===== config.mk =====
export PLATFORM = sky130hd
export DESIGN_NAME = alu_multicycle_flat
export DESIGN_NICKNAME = d
export VERILOG_FILES = /design/src/rtl/alu_multicycle_if.sv /design/src/rtl/alu_multicycle.sv /design/src/flat_wrapper.sv
export SDC_FILE = /design/constraint.sdc
export NUM_CORES = 1
export LEC_CHECK = 0
export ABC_AREA = 1
export CAP_MARGIN = 20
export CORE_MARGIN = 2
export CORE_UTILIZATION = 63
export CTS_BUF_LIST = sky130_fd_sc_hd__clkbuf_2 sky130_fd_sc_hd__clkbuf_4 sky130_fd_sc_hd__clkbuf_8
export DETAILED_ROUTE_END_ITERATION = 6
export HOLD_SLACK_MARGIN = 0.08
export PLACE_DENSITY = 0.83
export REMOVE_ABC_BUFFERS = 1
export SYNTH_ARGS = -nofsm -noshare
export SYNTH_HDL_FRONTEND = slang
export SYNTH_SLANG_ARGS = --single-unit

===== constraint.sdc =====
create_clock -name CLK -period 2.4 [get_ports CLK]
set_input_delay 0.48 -clock CLK [delete_from_list [all_inputs] [get_ports CLK]]
set_output_delay 0.48 -clock CLK [all_outputs]
set_load 0.01 [all_outputs]

===== src/rtl/alu_multicycle_if.sv =====
// Request/result bundle between the register-file controller (master) and the
// multicycle ALU (slave).
interface alu_multicycle_if #(
  parameter int OPER_WIDTH    = 8,
  parameter int ALU_FUN_WIDTH = 4
);
  logic                      ALU_EN;
  logic [OPER_WIDTH-1:0]     A;
  logic [OPER_WIDTH-1:0]     B;
  logic [ALU_FUN_WIDTH-1:0]  ALU_FUN;
  logic [2*OPER_WIDTH-1:0]   ALU_OUT;
  logic                      OUT_Valid;
  logic                      BUSY;
  logic                      DIV_ZERO;

  modport master (
    output ALU_EN, A, B, ALU_FUN,
    input  ALU_OUT, OUT_Valid, BUSY, DIV_ZERO
  );

  modport slave (
    input  ALU_EN, A, B, ALU_FUN,
    output ALU_OUT, OUT_Valid, BUSY, DIV_ZERO
  );
endinterface


===== src/rtl/alu_multicycle.sv =====
// Register-output ALU: single-cycle ops plus an iterative restoring divider
// that returns {remainder, quotient} after OPER_WIDTH steps.
module alu_multicycle #(
  parameter int OPER_WIDTH    = 8,
  parameter int ALU_FUN_WIDTH = 4
) (
  input  logic CLK,
  input  logic RST,
  alu_multicycle_if.slave alu_bus
);

  localparam int OUT_WIDTH = 2 * OPER_WIDTH;
  localparam int CNT_WIDTH = $clog2(OPER_WIDTH + 1);

  localparam logic [ALU_FUN_WIDTH-1:0] FUN_ADD  = ALU_FUN_WIDTH'(0);
  localparam logic [ALU_FUN_WIDTH-1:0] FUN_SUB  = ALU_FUN_WIDTH'(1);
  localparam logic [ALU_FUN_WIDTH-1:0] FUN_MUL  = ALU_FUN_WIDTH'(2);
  localparam logic [ALU_FUN_WIDTH-1:0] FUN_DIV  = ALU_FUN_WIDTH'(3);
  localparam logic [ALU_FUN_WIDTH-1:0] FUN_AND  = ALU_FUN_WIDTH'(4);
  localparam logic [ALU_FUN_WIDTH-1:0] FUN_OR   = ALU_FUN_WIDTH'(5);
  localparam logic [ALU_FUN_WIDTH-1:0] FUN_NAND = ALU_FUN_WIDTH'(6);
  localparam logic [ALU_FUN_WIDTH-1:0] FUN_NOR  = ALU_FUN_WIDTH'(7);
  localparam logic [ALU_FUN_WIDTH-1:0] FUN_XOR  = ALU_FUN_WIDTH'(8);
  localparam logic [ALU_FUN_WIDTH-1:0] FUN_XNOR = ALU_FUN_WIDTH'(9);
  localparam logic [ALU_FUN_WIDTH-1:0] FUN_EQ   = ALU_FUN_WIDTH'(10);
  localparam logic [ALU_FUN_WIDTH-1:0] FUN_GT   = ALU_FUN_WIDTH'(11);
  localparam logic [ALU_FUN_WIDTH-1:0] FUN_LT   = ALU_FUN_WIDTH'(12);
  localparam logic [ALU_FUN_WIDTH-1:0] FUN_SHR  = ALU_FUN_WIDTH'(13);
  localparam logic [ALU_FUN_WIDTH-1:0] FUN_SHL  = ALU_FUN_WIDTH'(14);

  typedef enum logic {IDLE, DIV} state_t;

  state_t                 state_q, state_d;
  logic [OUT_WIDTH-1:0]   alu_out_q, alu_out_d;
  logic                   out_valid_q, out_valid_d;
  logic                   div_zero_q, div_zero_d;
  logic [OPER_WIDTH-1:0]  dividend_q, dividend_d;
  logic [OPER_WIDTH-1:0]  divisor_q, divisor_d;
  logic [OPER_WIDTH:0]    rem_q, rem_d;
  logic [CNT_WIDTH-1:0]   count_q, count_d;

  logic [OUT_WIDTH-1:0]   op_result;
  logic [OPER_WIDTH+1:0]  shifted;
  logic [OPER_WIDTH+1:0]  trial;
  logic                   q_bit;

  // Passing through a narrow formal keeps bitwise inversions at OPER_WIDTH bits.
  function automatic logic [OUT_WIDTH-1:0] zext(input logic [OPER_WIDTH-1:0] v);
    return {{OPER_WIDTH{1'b0}}, v};
  endfunction

  always_comb begin
    op_result = '0;
    case (alu_bus.ALU_FUN)
      FUN_ADD:  op_result = OUT_WIDTH'(alu_bus.A) + OUT_WIDTH'(alu_bus.B);
      FUN_SUB:  op_result = OUT_WIDTH'(alu_bus.A) - OUT_WIDTH'(alu_bus.B);
      FUN_MUL:  op_result = OUT_WIDTH'(alu_bus.A) * OUT_WIDTH'(alu_bus.B);
      FUN_AND:  op_result = zext(alu_bus.A & alu_bus.B);
      FUN_OR:   op_result = zext(alu_bus.A | alu_bus.B);
      FUN_NAND: op_result = zext(~(alu_bus.A & alu_bus.B));
      FUN_NOR:  op_result = zext(~(alu_bus.A | alu_bus.B));
      FUN_XOR:  op_result = zext(alu_bus.A ^ alu_bus.B);
      FUN_XNOR: op_result = zext(~(alu_bus.A ^ alu_bus.B));
      FUN_EQ:   op_result = (alu_bus.A == alu_bus.B) ? OUT_WIDTH'(1) : '0;
      FUN_GT:   op_result = (alu_bus.A >  alu_bus.B) ? OUT_WIDTH'(2) : '0;
      FUN_LT:   op_result = (alu_bus.A <  alu_bus.B) ? OUT_WIDTH'(3) : '0;
      FUN_SHR:  op_result = zext(alu_bus.A >> 1);
      FUN_SHL:  op_result = {{(OPER_WIDTH-1){1'b0}}, alu_bus.A, 1'b0};
      default:  op_result = '0;
    endcase
  end

  // One restoring step: the quotient shifts into the dividend register as
  // dividend bits shift out into the partial remainder.
  always_comb begin
    shifted = {rem_q, dividend_q[OPER_WIDTH-1]};
    trial   = shifted - {2'b00, divisor_q};
    q_bit   = ~trial[OPER_WIDTH+1];
  end

  always_comb begin
    state_d     = state_q;
    alu_out_d   = alu_out_q;
    out_valid_d = 1'b0;
    div_zero_d  = div_zero_q;
    dividend_d  = dividend_q;
    divisor_d   = divisor_q;
    rem_d       = rem_q;
    count_d     = count_q;
    case (state_q)
      IDLE: begin
        if (alu_bus.ALU_EN) begin
          if (alu_bus.ALU_FUN == FUN_DIV) begin
            if (alu_bus.B == '0) begin
              alu_out_d   = '0;
              div_zero_d  = 1'b1;
              out_valid_d = 1'b1;
            end else begin
              dividend_d = alu_bus.A;
              divisor_d  = alu_bus.B;
              rem_d      = '0;
              count_d    = '0;
              state_d    = DIV;
            end
          end else begin
            alu_out_d   = op_result;
            div_zero_d  = 1'b0;
            out_valid_d = 1'b1;
          end
        end
      end
      DIV: begin
        rem_d      = q_bit ? trial[OPER_WIDTH:0] : shifted[OPER_WIDTH:0];
        dividend_d = {dividend_q[OPER_WIDTH-2:0], q_bit};
        count_d    = count_q + CNT_WIDTH'(1);
        if (count_q == CNT_WIDTH'(OPER_WIDTH - 1)) begin
          alu_out_d   = {rem_d[OPER_WIDTH-1:0], dividend_d};
          div_zero_d  = 1'b0;
          out_valid_d = 1'b1;
          state_d     = IDLE;
        end
      end
      default: state_d = IDLE;
    endcase
  end

  always_ff @(posedge CLK or posedge RST) begin
    if (RST) begin
      state_q     <= IDLE;
      alu_out_q   <= '0;
      out_valid_q <= 1'b0;
      div_zero_q  <= 1'b0;
      dividend_q  <= '0;
      divisor_q   <= '0;
      rem_q       <= '0;
      count_q     <= '0;
    end else begin
      state_q     <= state_d;
      alu_out_q   <= alu_out_d;
      out_valid_q <= out_valid_d;
      div_zero_q  <= div_zero_d;
      dividend_q  <= dividend_d;
      divisor_q   <= divisor_d;
      rem_q       <= rem_d;
      count_q     <= count_d;
    end
  end

  assign alu_bus.ALU_OUT   = alu_out_q;
  assign alu_bus.OUT_Valid = out_valid_q;
  assign alu_bus.DIV_ZERO  = div_zero_q;
  assign alu_bus.BUSY      = (state_q == DIV);

endmodule


===== src/flat_wrapper.sv =====
// flat-port wrapper written by rule: the top's interface ports become plain ports
module alu_multicycle_flat 
#(
  parameter int OPER_WIDTH    = 8,
  parameter int ALU_FUN_WIDTH = 4
)
  (CLK, RST, alu_bus_ALU_EN, alu_bus_A, alu_bus_B, alu_bus_ALU_FUN, alu_bus_ALU_OUT, alu_bus_OUT_Valid, alu_bus_BUSY, alu_bus_DIV_ZERO);
  alu_multicycle_if #(.OPER_WIDTH(OPER_WIDTH), .ALU_FUN_WIDTH(ALU_FUN_WIDTH)) alu_bus_i ();
  input  logic CLK;
  input  logic RST;
  input wire logic [$bits(alu_bus_i.ALU_EN)-1:0] alu_bus_ALU_EN;
  input wire logic [$bits(alu_bus_i.A)-1:0] alu_bus_A;
  input wire logic [$bits(alu_bus_i.B)-1:0] alu_bus_B;
  input wire logic [$bits(alu_bus_i.ALU_FUN)-1:0] alu_bus_ALU_FUN;
  output wire logic [$bits(alu_bus_i.ALU_OUT)-1:0] alu_bus_ALU_OUT;
  output wire logic [$bits(alu_bus_i.OUT_Valid)-1:0] alu_bus_OUT_Valid;
  output wire logic [$bits(alu_bus_i.BUSY)-1:0] alu_bus_BUSY;
  output wire logic [$bits(alu_bus_i.DIV_ZERO)-1:0] alu_bus_DIV_ZERO;
  assign alu_bus_i.ALU_EN = alu_bus_ALU_EN;
  assign alu_bus_i.A = alu_bus_A;
  assign alu_bus_i.B = alu_bus_B;
  assign alu_bus_i.ALU_FUN = alu_bus_ALU_FUN;
  assign alu_bus_ALU_OUT = alu_bus_i.ALU_OUT;
  assign alu_bus_OUT_Valid = alu_bus_i.OUT_Valid;
  assign alu_bus_BUSY = alu_bus_i.BUSY;
  assign alu_bus_DIV_ZERO = alu_bus_i.DIV_ZERO;
  alu_multicycle #(.OPER_WIDTH(OPER_WIDTH), .ALU_FUN_WIDTH(ALU_FUN_WIDTH)) u_core (.CLK(CLK), .RST(RST), .alu_bus(alu_bus_i));
endmodule

* Word-level counts from Yosys, hierarchy flattened
Cells that the tools add are included.
Cells by class: add/sub/neg operators 4, multiply operators 1, magnitude comparators 2, eq/ne operators 21, mux-type cells 37, bitwise operators 9, reductions and logical operators 5
Operator list (count):
- $pmux W16 S14 | 1
- $mux W16 | 4
- $mux W9 | 4
- $pmux W16 S2 | 1
- $eq A4 B4 Y1 const B | 7
- $mux W8 | 3
- $not A8 Y8 | 3
- $eq A4 B3 Y1 const B | 5
- $pmux W9 S2 | 1
- $mul A8 B8 Y16 | 1
- $pmux W8 S2 | 1
- $mux W1 | 13
- $mux W4 | 3
- $sub A10 B8 Y10 | 1
- $add A8 B8 Y9 | 1
- $sub A8 B8 Y9 | 1
- $and A8 B8 Y8 | 1
- $eq A4 B2 Y1 const B | 2
- $eq A8 B8 Y1 | 1
- $gt A8 B8 Y1 | 1
- $logic_not A8 Y1 | 1
- $lt A8 B8 Y1 | 1
- $or A8 B8 Y8 | 1
- $pmux W4 S2 | 1
- 12 further kinds | 20
Storage, ports and cells: flip-flop bits (word level) 48, bits of input ports 23, output and inout bits 19

* Depth between registers and ports, before layout
word-level depth 6, depth in mapped cells 25, mapped depth without buffers 24

* Worst setup path before layout
No wires, ideal clock.
path type input -> register, from input alu_bus_B[7], to register u_core.alu_out_q[14] (netlist: u_core.alu_bus.ALU_OUT[14]), library setup time 116 ps, data arrival time 4107 ps, slack -1824 ps, stages on the path 21, cell sequence clkbuf_1 > nand2_1 > fa_1 > fa_1 > inv_1 > fa_1 > inv_1 > fa_1 > inv_1 > ha_1 > nand2_1 > nor2_1 > nand3_1 > nand3_1 > nand2_1 > nand3_1 > nand2_1 > nand2_1 > nand2_1 > nand2_1 > nand2_1
Between the ends: longest elaborated chain between the ends 5
Ends and longest elaborated chain:
- start, declared | line flat_wrapper.sv:13 | input wire logic [$bits(alu_bus_i.B)-1:0] alu_bus_B;
- $mul A8 B8 Y16 / $sub A8 B8 Y9 (equally long branches) | line alu_multicycle.sv:57, alu_multicycle.sv:56
- $pmux W16 S14 | line alu_multicycle.sv:54 | case (alu_bus.ALU_FUN)
- $mux W16 | line alu_multicycle.sv:93 | if (alu_bus.ALU_FUN == FUN_DIV) begin
- $mux W16 | line alu_multicycle.sv:92 | if (alu_bus.ALU_EN) begin
- $pmux W16 S2 | line alu_multicycle.sv:90 | case (state_q)
- end signal, assigned | line alu_multicycle.sv:139 | alu_out_q <= alu_out_d;
- end, declared | line alu_multicycle.sv:34 | logic [OUT_WIDTH-1:0] alu_out_q, alu_out_d;
Several ways; a longest one is shown, not always the timed one. The select of a mux whose other input is x is not followed. A chain may end at the register's enable or synchronous reset.

* Worst setup path in the final report
from input alu_bus_A[6], to register u_core.alu_out_q[14] (netlist: u_core.alu_bus.ALU_OUT[14])
Between the ends: longest elaborated chain between the ends 5
Ends and longest elaborated chain:
- start, declared | line flat_wrapper.sv:12 | input wire logic [$bits(alu_bus_i.A)-1:0] alu_bus_A;
- $mul A8 B8 Y16 / $sub A8 B8 Y9 (equally long branches) | line alu_multicycle.sv:57, alu_multicycle.sv:56
- $pmux W16 S14 (*) | line alu_multicycle.sv:54
- $mux W16 (*) | line alu_multicycle.sv:93
- $mux W16 (*) | line alu_multicycle.sv:92
- $pmux W16 S2 (*) | line alu_multicycle.sv:90
Mark *: on every way between the ends. The rest lies on a longest branch, timed or not. The select of a mux whose other input is x is not followed.

==> run metrics <==
WHS 0.499 ns; synth-to-layout area growth 30.7%; final-report max-slew violation count 0; Final WS setup -1.70 ns; IO Pins 42; post-synth design cell area 6730 um^2; Fin Clk Skew 0.00695 ns; Worst Path Required 2.65 ns; power density cells 908 nW/um^2; failing checks design-rule violations, negative setup slack; n_diodes 0; initial antenna violation count 0; critical path class primary input to flip-flop; Clock power frac 0.064; die height 107 um; RSZ-0062 raised after global routing yes; CTS Buf Count 5; die area 11500 um^2; reg-to-reg setup timing slack 0.17 ns; Max Freq 0.244 GHz; Yosys warning total 0; setup_tns -17.46 ns; CTS clk-pin slew, worst paths 0.09 ns; TritonCTS clock tree done; CP arrival 4.35 ns; Unique masters post-synth 40; via count 7953; cell-by-cell trace of the critical path buf_4 -> buf_4 -> nand2_1 -> fa_1 -> inv_1 -> fa_1 -> fa_1 -> ha_1 -> ha_1 -> nand2_1 -> inv_1 -> a21oi_2 -> nand3_1 -> nand2_1 -> nand3_1 -> nand2_1 -> nand2_2 -> nand2_1 -> nand2_1 -> nand2_1; layout cells sized above 1 0.261; R2R cell count 12; Crit. Startpoint alu_bus_A[6]; post-route minimum period 4.10 ns; Pint 3890 uW; post-synthesis sequential area ratio 0.179; htree depth 2; Sequential Power Share 0.177; # nets final 1309; Worst VDD drop 638 uV; Clock Sinks 48; DR WL/cell 19.4 um; Sw Ratio 0.512; slew margin rel. 0.673; Hold Path Stages 2; initial DRC count 1041; Initial Utilization 0.649; Max-Cap Viols 0; CP max stage cell fa_1; Placer Congestion 1.00; combinational share of power 0.759; core area 10400 um^2; CTS max path bufs 2; startpoint types primary input; Hold Buf Count CTS 0; DR pass1 iterations 7; CP endpoint kind flip-flop; clk root buf clkbuf_8; grt total ovfl 0; switching pwr 4080 uW; Worst-Margin Slew 0.488 ns; gr usage total 0.420; global-route wire length before repair 37.7 mm; Lkg Pwr 0.00488 uW; Synth Area per Inst 6.57 um^2; final setup fails 13; status complete, but fails checks; CP peak stage delay 0.53 ns; ANT nets after route 0; die width 107 um; Hold Path Sink u_core.alu_bus.ALU_OUT[12]$_DFFE_PP0P_; insertion delay to the later sink of the worst-skew pair 0.30 ns; worst-path maximum fanout 8; dpl hpwl 16.8 mm; CP delay by family, top adder cells; final period utilization 1.71; reg-to-reg endpoint u_core.alu_bus.ALU_OUT[8]$_DFFE_PP0P_; final WL 25.5 mm; Final Util 0.848; Hold Crit Start u_core.alu_bus.ALU_OUT[12]$_DFFE_PP0P_; most used cell, CP nand2_1; Remaining DRCs 54; number of global-route vias before repair 7736; worst reg2reg startpoint u_core.rem_q[5]$_DFFE_PP0P_; port bufs 41; Fin. Hold Viols 0; vias per cell 6.05; Syn Inst Count 1024; HP Class flip-flop to flip-flop; Seq cells post-synth 48; CP bufs+invs 4; # rows 37; pin count of the biggest net entering global routing 49
==> worst max-delay path by stage <==
stage                     cells after the start  slack (ns)                                      to
final                                        20       -1.70  u_core.alu_bus.ALU_OUT[14]$_DFFE_PP0P_
after global routing                         20       -1.87  u_core.alu_bus.ALU_OUT[14]$_DFFE_PP0P_
after CTS                                    23       -1.30  u_core.alu_bus.ALU_OUT[15]$_DFFE_PP0P_
after detailed placement                     21       -2.48  u_core.alu_bus.ALU_OUT[13]$_DFFE_PP0P_
after global placement                       21       -2.33  u_core.alu_bus.ALU_OUT[15]$_DFFE_PP0P_
after floorplan                              19       -1.62  u_core.alu_bus.ALU_OUT[12]$_DFFE_PP0P_
==> layout by cell type, fill, tap and decap left out, types with 5 or more instances in the layout <==
| cell type | netlist | layout |
|---|---|---|
| ha_4 | 0 | 13 |
| buf_8 | 0 | 7 |
| nand2_2 | 5 | 35 |
| o21ai_0 | 37 | 34 |
| nand2_1 | 317 | 281 |
| nor3_1 | 8 | 8 |
| inv_2 | 8 | 31 |
| buf_6 | 7 | 15 |
| o211ai_1 | 5 | 5 |
| fa_2 | 0 | 6 |
| o211ai_2 | 7 | 7 |
| nand4_1 | 22 | 22 |
| buf_4 | 2 | 123 |
| o22ai_1 | 7 | 7 |
| dfrtp_1 | 48 | 48 |
| inv_1 | 195 | 171 |
| nand2_4 | 2 | 8 |
| nand3_1 | 76 | 67 |
| nand3_2 | 3 | 9 |
| a21oi_1 | 38 | 30 |
| ha_1 | 69 | 54 |
| nor2_2 | 6 | 11 |
| clkbuf_8 | 0 | 6 |
| clkdlybuf4s50_1 | 0 | 25 |
| fa_1 | 39 | 33 |
| a21oi_2 | 2 | 10 |
| nor2_1 | 72 | 65 |
==> synthesized netlist by cell type (all sizes together) <==
library cell  count  area share
nand4            22       0.020
ha               69        0.13
nor3b             1      0.0011
o211ai           12       0.019
nand2           324        0.18
dfrtp            48        0.18
a21oi            40       0.031
xnor2             4      0.0052
buf              18       0.020
nand3b            3      0.0033
a21o              1      0.0011
o21ai            40       0.030
clkbuf           12      0.0067
nor3             10      0.0099
xor2              4      0.0052
fa               39        0.12
nor2             81       0.052
or2               4      0.0037
inv             203        0.11
clkinv            1     0.00056
o22ai             7      0.0065
a31oi             1     0.00093
mux2i             1      0.0015
nand3            79       0.061
==> per-stage QoR <==
stage | total power, uW | setup WS [ns] | std cells | area, um^2
after detailed placement | 6290 | -2.48 | 1296 | 8100
final | 7980 | -1.70 | 1314 | 8790
after global routing | 8560 | -1.87 | 1314 | 8790
after floorplan | 4520 | -1.62 | 994 | 6550
after CTS | 7360 | -1.30 | 1305 | 8590
after global placement | 6100 | -2.33 | 1296 | 8100
==> power groups by stage <==
stage	Sequential (uW)	Combinational (uW)	Clock, uW
CTS	1400	5450	507
finish	1420	6060	509
detailed placement	1410	4870	0
global placement	1400	4700	0
global route	1450	6570	541
floorplan	1470	3050	0
==> flip-flops by register name, summed over array words and instances, names as in the netlist <==
| register | flops |
|---|---|
| u_core.dividend_q | 8 |
| u_core.count_q | 4 |
| u_core.alu_bus.BUSY | 1 |
| u_core.rem_q | 9 |
| u_core.alu_bus.DIV_ZERO | 1 |
| u_core.alu_bus.ALU_OUT | 16 |
| u_core.divisor_q | 8 |
| u_core.alu_bus.OUT_Valid | 1 |
==> cells by family after synthesis <==
group | after synthesis | share of synthesized area
AOI/OAI and AO/OA | 101 | 0.0878
xor gates and xnor gates | 8 | 0.0104
adders and majority gates | 108 | 0.244
buffers and inverters | 234 | 0.141
DFF | 48 | 0.179
muxes | 1 | 0.00149
and+or+nand+nor | 524 | 0.336
==> metal layers <==
metal,GRT usage,wire (um)
met4,0.230,2260
met3,0.0890,2700
met5,0,0
met1,0.523,9280
met2,0.679,11300
==> layout make-up <==
cell class | count | area (um^2)
Multi-Input combinational cell | 742 | 5020
Fill cell | 624 | 1580
Timing Repair Buffer | 177 | 1550
Sequential cell | 48 | 1200
Inverter | 204 | 768
Tap cell | 136 | 170
Clock buffer | 6 | 82.6
Clock inverter | 1 | 8.76
==> tightest hold or removal path, stage by stage, from the launching register on <==
cell	delay (ns)
dfrtp_1	0.36
nand2_1	0.06
nand2_1	0.06
==> repair_timing <==
item	4_1_cts	5_1_grt
resized for setup	193	47
pin swaps	67	28
setup buffers	2	9
endpoints found under the setup margin	16	14
Note: power is estimated with default switching activity, not from simulation.
